--- config.mk ---
export PLATFORM = sky130hd
export DESIGN_NAME = la_iopocseq
export DESIGN_NICKNAME = d
export VERILOG_FILES = /design/src/rtl/la_iopoc_pkg.sv /design/src/rtl/la_iopoc_timer.sv /design/src/rtl/la_iopocseq.sv
export SDC_FILE = /design/constraint.sdc
export NUM_CORES = 1
export LEC_CHECK = 0
export ABC_AREA = 1
export CAP_MARGIN = 20
export CORE_MARGIN = 8
export CORE_UTILIZATION = 50
export DETAILED_ROUTE_END_ITERATION = 16
export DONT_BUFFER_PORTS = 1
export PLACE_DENSITY_LB_ADDON = 0.15
export SLEW_MARGIN = 20
export SYNTH_ARGS = -nofsm -noshare
export SYNTH_HDL_FRONTEND = slang
export SYNTH_SLANG_ARGS = --single-unit
--- constraint.sdc ---
create_clock -name clk -period 2 [get_ports clk]
set_input_delay 0.6 -clock clk [delete_from_list [all_inputs] [get_ports clk]]
set_output_delay 0.6 -clock clk [all_outputs]
set_load 0.05 [all_outputs]
--- src/rtl/la_iopoc_pkg.sv ---
// Shared definitions for the IO-ring power-on-control sequencer:
// FSM state encoding and the fault-segment index width helper.
package la_iopoc_pkg;

    typedef enum logic [2:0] {
        ST_IDLE      = 3'd0,
        ST_UP_SETTLE = 3'd1,
        ST_UP_CHK    = 3'd2,
        ST_RELEASE   = 3'd3,
        ST_ON        = 3'd4,
        ST_DOWN      = 3'd5,
        ST_FAULT     = 3'd6
    } state_t;

    // Width of a segment index; never below one bit so N=1 still has a port.
    function automatic int fseg_width(input int n);
        if (n <= 1) begin
            return 1;
        end else begin
            return $clog2(n);
        end
    endfunction

endpackage

--- src/rtl/la_iopoc_timer.sv ---
// Loadable CW-bit down-counter with a zero flag; used for settle, timeout
// and power-down spacing in the sequencer.
module la_iopoc_timer #(
    parameter int CW = 8
) (
    input  logic          clk,
    input  logic          reset,
    input  logic          load,
    input  logic          dec,
    input  logic [CW-1:0] din,
    output logic          zero
);

    logic [CW-1:0] cnt_r;

    // Counter register: load wins over decrement, and it saturates at zero.
    always_ff @(posedge clk) begin
        if (reset) begin
            cnt_r <= {CW{1'b0}};
        end else if (load) begin
            cnt_r <= din;
        end else if (dec && (cnt_r != {CW{1'b0}})) begin
            cnt_r <= cnt_r - CW'(1);
        end else begin
            cnt_r <= cnt_r;
        end
    end

    assign zero = (cnt_r == {CW{1'b0}});

endmodule

--- src/rtl/la_iopocseq.sv ---
// IO-ring power sequencer: enables N power segments in order with settle and
// power-good checks, releases IO hold when fully on, and powers down in reverse.
module la_iopocseq
    import la_iopoc_pkg::*;
#(
    parameter string TYPE = "DEFAULT",
    parameter int    N    = 4,
    parameter int    CW   = 8
) (
    input  logic                      clk,
    input  logic                      reset,
    input  logic                      start,
    input  logic                      stop,
    input  logic [CW-1:0]             dly,
    input  logic [CW-1:0]             tmo,
    input  logic [N-1:0]              pgood,
    output logic [N-1:0]              seg_en,
    output logic                      hold,
    output logic                      ready,
    output logic                      busy,
    output logic                      fault,
    output logic [fseg_width(N)-1:0]  fault_seg
);

    localparam int            IW   = fseg_width(N);
    localparam logic [IW-1:0] LAST = IW'(N - 1);

    state_t        state_r, nxt_state_s;
    logic [IW-1:0] idx_r, nxt_idx_s;
    logic [N-1:0]  seg_en_r, nxt_seg_en_s;
    logic          fault_r, nxt_fault_s;
    logic [IW-1:0] fault_seg_r, nxt_fault_seg_s;
    logic          hold_r, ready_r, busy_r, nxt_busy_s;
    logic          ld_s, dec_s, zero_s;
    logic [CW-1:0] ld_val_s;
    logic [N-1:0]  bad_s;

    // Lowest index with a set bit; caller guarantees at least one is set.
    function automatic logic [IW-1:0] low_idx(input logic [N-1:0] v);
        logic [IW-1:0] r;
        r = {IW{1'b0}};
        for (int i = N - 1; i >= 0; i--) begin
            if (v[i]) begin
                r = IW'(i);
            end
        end
        return r;
    endfunction

    la_iopoc_timer #(.CW(CW)) u_timer (
        .clk   (clk),
        .reset (reset),
        .load  (ld_s),
        .dec   (dec_s),
        .din   (ld_val_s),
        .zero  (zero_s)
    );

    // Next-state logic; stop aborts sequencing, brownout in ON outranks stop.
    always_comb begin
        nxt_state_s     = state_r;
        nxt_idx_s       = idx_r;
        nxt_seg_en_s    = seg_en_r;
        nxt_fault_s     = fault_r;
        nxt_fault_seg_s = fault_seg_r;
        ld_s            = 1'b0;
        dec_s           = 1'b0;
        ld_val_s        = dly;
        bad_s           = seg_en_r & ~pgood;
        case (state_r)
            ST_IDLE: begin
                if (stop) begin
                    nxt_state_s = ST_IDLE;
                end else if (start) begin
                    nxt_idx_s    = {IW{1'b0}};
                    nxt_seg_en_s = N'(1);
                    ld_s         = 1'b1;
                    nxt_state_s  = ST_UP_SETTLE;
                end else begin
                    nxt_state_s = ST_IDLE;
                end
            end
            ST_UP_SETTLE: begin
                if (stop) begin
                    ld_s        = 1'b1;
                    nxt_state_s = ST_DOWN;
                end else if (zero_s) begin
                    ld_s        = 1'b1;
                    ld_val_s    = tmo;
                    nxt_state_s = ST_UP_CHK;
                end else begin
                    dec_s = 1'b1;
                end
            end
            ST_UP_CHK: begin
                if (stop) begin
                    ld_s        = 1'b1;
                    nxt_state_s = ST_DOWN;
                end else if (pgood[idx_r]) begin
                    ld_s = 1'b1;
                    if (idx_r == LAST) begin
                        nxt_state_s = ST_RELEASE;
                    end else begin
                        nxt_idx_s    = idx_r + IW'(1);
                        nxt_seg_en_s = seg_en_r | (N'(1) << nxt_idx_s);
                        nxt_state_s  = ST_UP_SETTLE;
                    end
                end else if (zero_s) begin
                    nxt_seg_en_s    = {N{1'b0}};
                    nxt_fault_s     = 1'b1;
                    nxt_fault_seg_s = idx_r;
                    nxt_state_s     = ST_FAULT;
                end else begin
                    dec_s = 1'b1;
                end
            end
            ST_RELEASE: begin
                if (stop) begin
                    ld_s        = 1'b1;
                    nxt_state_s = ST_DOWN;
                end else if (zero_s) begin
                    nxt_state_s = ST_ON;
                end else begin
                    dec_s = 1'b1;
                end
            end
            ST_ON: begin
                if (bad_s != {N{1'b0}}) begin
                    nxt_seg_en_s    = {N{1'b0}};
                    nxt_fault_s     = 1'b1;
                    nxt_fault_seg_s = low_idx(bad_s);
                    nxt_state_s     = ST_FAULT;
                end else if (stop) begin
                    nxt_idx_s   = LAST;
                    ld_s        = 1'b1;
                    nxt_state_s = ST_DOWN;
                end else begin
                    nxt_state_s = ST_ON;
                end
            end
            ST_DOWN: begin
                if (zero_s) begin
                    nxt_seg_en_s[idx_r] = 1'b0;
                    if (idx_r == {IW{1'b0}}) begin
                        nxt_state_s = ST_IDLE;
                    end else begin
                        nxt_idx_s = idx_r - IW'(1);
                        ld_s      = 1'b1;
                    end
                end else begin
                    dec_s = 1'b1;
                end
            end
            ST_FAULT: begin
                if (stop) begin
                    nxt_fault_s     = 1'b0;
                    nxt_fault_seg_s = {IW{1'b0}};
                    nxt_idx_s       = {IW{1'b0}};
                    nxt_state_s     = ST_IDLE;
                end else begin
                    nxt_state_s = ST_FAULT;
                end
            end
            default: begin
                nxt_seg_en_s    = {N{1'b0}};
                nxt_fault_s     = 1'b0;
                nxt_fault_seg_s = {IW{1'b0}};
                nxt_idx_s       = {IW{1'b0}};
                nxt_state_s     = ST_IDLE;
            end
        endcase
        nxt_busy_s = (nxt_state_s == ST_UP_SETTLE) || (nxt_state_s == ST_UP_CHK) ||
                     (nxt_state_s == ST_RELEASE)   || (nxt_state_s == ST_DOWN);
    end

    // State and registered outputs; hold/ready/busy are decoded from next state.
    always_ff @(posedge clk) begin
        if (reset) begin
            state_r     <= ST_IDLE;
            idx_r       <= {IW{1'b0}};
            seg_en_r    <= {N{1'b0}};
            fault_r     <= 1'b0;
            fault_seg_r <= {IW{1'b0}};
            hold_r      <= 1'b1;
            ready_r     <= 1'b0;
            busy_r      <= 1'b0;
        end else begin
            state_r     <= nxt_state_s;
            idx_r       <= nxt_idx_s;
            seg_en_r    <= nxt_seg_en_s;
            fault_r     <= nxt_fault_s;
            fault_seg_r <= nxt_fault_seg_s;
            hold_r      <= (nxt_state_s != ST_ON);
            ready_r     <= (nxt_state_s == ST_ON);
            busy_r      <= nxt_busy_s;
        end
    end

    assign seg_en    = seg_en_r;
    assign hold      = hold_r;
    assign ready     = ready_r;
    assign busy      = busy_r;
    assign fault     = fault_r;
    assign fault_seg = fault_seg_r;

endmodule

==> run summary <==
Final setup fails = 0
Worst-case clock buffer depth = 2
R2r worst-path depth = 11
Top-count cell post-synth = nand2_1
Maximum vdd drop = 0.000560 V
Placed cells = 408
Yosys top cell area share = 22.5%
Cts bufs inserted = 3
Slowest-stage cell, CP = dfxtp_1
Gpl congestion = 0.966
Critical Path RT = 2170 ps
Synth area leader = dfxtp_1
Core area = 3970 µm²
Fin crit period = 1810 ps
Fraction of layout cells with a size suffix above 1 = 15.7%
Final period utilization = 90.3%
List of most frequent post-synthesis cells = 112 x nand2_1, 52 x nor2_1, 44 x nand3_1
Post-synthesis net count = 383
Final Hold Viols = 0
Synth top area cells = dfxtp_1 22%, nand2_1 21%, nand3_1 11%
Critical path's top delay family = simple AND/OR/NAND/NOR gates
Post-synth cell types = 30
Finished Layout Cells = 412
Worst Skew = 2.15 ps
Synthesis-stage register bit count = 23
Clock transition at path regs = 90 ps
Worst r2r dst = seg_en[0]
Starting Density = 51.6%
Worst slew margin = 64.4%
RR Startpoint = state_r[1]
Max FO, Critical Path = 10
Num ports = 34
Number of buffers added on ports = 0
Critical path class = flop to flop
Most used flip-flop cell after synthesis = dfxtp_1
Cell mode on critical path = nand2_1
Endpoint type of the worst setup path = flop
R2R Setup Slk = 190 ps
Vias in the first global route = 1,998
Row cnt = 23
Fraction of the yosys area taken by sequential cells = 22.5%
Area of the die = 6410 µm²
Final net count = 394
Setup TNS = 0 ps
Critical path arrival = 1970 ps
Synth Cell Area = 2050 µm²
Outcome = complete, no violations
Post-Synthesis Cells = 352
CP peak stage delay = 520 ps
Setup crit start kind = flop
Average wire per standard cell = 13.4 µm
Initial antenna violation count = 0
CTS tree = yes
H-tree lvl count = 1
Hold WC Path Type = input port to flop
Slew Limit Fails = 0
Ys async rst share = 0%
CP Launch Point = state_r[1]
Hold path cells = 1
Grt ovf = 0
Vias = 2,203
Worst Hold Endpoint = fault
1st-iter DRT viols = 173
Die width = 80.0 µm
Final worst slack = 195 ps
Die span in y = 80.0 µm
Crit-path cells = nand3_2 > inv_4 > nand3_4 > inv_1 > nand2_1 > nand2_1 > inv_1 > nand2_1 > nand2_1 > nand2_1 > nor2_1
Number of flops mapped to enable cells by yosys = 0
HPWL after detailed placement = 4.34 mm
Detailed Route WL = 5.53 mm
Routed Antenna Nets = 0
CTS Sinks = 23
Antenna cell count = 0
Syn_area_per_cell = 5.83 µm²
GRT Resource Usage Total = 17.5%
Global-route wire length before repair = 9.21 mm
Drt first pass iters = 4
Power per cell area = 1460 nW/µm²
Skew-Pair Late Insertion Delay = 260 ps
Max Cap Viol = 0
Clock Root Buffer = clkbuf_8
Synthesis-to-layout area growth = 9.09%
Syn. warnings = 0
Hold path startpoint = reset
Buffers & Inverters on Critical Path = 3
Leak Pwr = 1.17 nW
Worst-Margin Slew = 534 ps
Unrepaired setup endpoints after global routing = false
Largest net degree at the start of global routing = 14
Pre-CTS WS = 136 ps
Peak Freq = 554 MHz
Vias/cell = 5.35
DR DRC count = 0
==> placed cells by master (no fill, tap or decap), types with 2 or more instances in the layout <==
| cell | netlist | final |
|---|---|---|
| buf_4 | 0 | 11 |
| nand4_1 | 13 | 13 |
| dfxtp_1 | 23 | 21 |
| dfxtp_2 | 0 | 2 |
| inv_2 | 9 | 9 |
| clkbuf_8 | 0 | 3 |
| nor2_1 | 52 | 51 |
| ha_1 | 7 | 7 |
| inv_1 | 30 | 30 |
| a21oi_1 | 3 | 3 |
| nor2_2 | 14 | 13 |
| nand3b_1 | 2 | 2 |
| o21ai_0 | 10 | 10 |
| nand3_1 | 44 | 44 |
| clkinv_2 | 1 | 2 |
| xor2_1 | 3 | 3 |
| nand2_2 | 3 | 4 |
| nor3_1 | 6 | 6 |
| nand2_1 | 112 | 111 |
| o211ai_1 | 2 | 2 |
| nand3_4 | 2 | 2 |
| nor2_4 | 2 | 4 |
| nand3_2 | 2 | 2 |
==> flip-flops by register name, indices dropped and copies added (netlist names) <==
signal,flops
idx_r,2
u_timer.cnt_r,8
ready,1
busy,1
state_r,3
fault_seg,2
fault,1
seg_en,4
hold,1
==> report_power, final <==
part / switching, mW / total, mW / internal [mW]
combinational: 1.36 / 2.14 / 0.779
clock: 0.154 / 0.293 / 0.139
sequential: 0.230 / 0.839 / 0.609
total: 1.75 / 3.28 / 1.53
==> metrics by stage <==
step           util [%]  total power [mW]  hold slack (ps)  instance area [µm²]
2_1_floorplan         -              2.47              560                 2050
3_3_place_gp       54.7              2.93              608                 2170
3_5_place_dp       54.7              2.94              606                 2170
4_1_cts            55.9              3.25              386                 2220
5_1_grt            56.3              3.59              375                 2240
6_report           56.3              3.28              398                 2240
==> worst max-delay path by stage <==
stage	end	slack [ps]	cells after the start
after detailed placement	u_timer.cnt_r[3]	140	10
after CTS	u_timer.cnt_r[5]	130	11
after floorplan	u_timer.cnt_r[0]	180	9
final	seg_en[0]	190	11
after global placement	u_timer.cnt_r[0]	150	11
after global routing	seg_en[0]	20	11
==> worst register-to-register path, stage by stage (launching register included) <==
cell and delay [ps]:
dfxtp_1 520, nand3_2 170, inv_4 150, nand3_4 140
inv_1 110, nand2_1 100, nand2_1 90, inv_1 100
nand2_1 160, nand2_1 80, nand2_1 70, nor2_1 30
==> layer usage <==
metal	share of wire (%)	track usage, %	wire length, µm	vias to the layer above
li1	-	-	-	1145
met1	49	24.7	2720	977
met2	42	26.0	2300	77
met3	8.4	4.28	466	4
met4	0.83	3.45	46	0
met5	0	0	0	-
==> final cells by class <==
cell class | instances | area (µm²)
fillers | 421 | 1730
multi-input cells | 283 | 1430
flip-flops and latches | 23 | 463
inverters | 41 | 158
repair buffers | 11 | 82.6
well taps | 50 | 62.6
clock buffers | 3 | 41.3
clock inverters | 1 | 5.00
==> cells by family after synthesis <==
kind of cell / Yosys count / synth area share [%]
compound gates: 19 / 5.80
simple gates: 254 / 57.4
fa+ha+maj: 7 / 4.27
flops: 23 / 22.5
xor+xnor: 3 / 1.28
buf+inv: 46 / 8.79
==> repair_timing <==
action,CTS,global route
buffers inserted,0,0
hold buffers,0,0
endpoints found under the setup margin,0,12
gates resized for setup,0,6
Note: power is estimated with default switching activity, not from simulation.
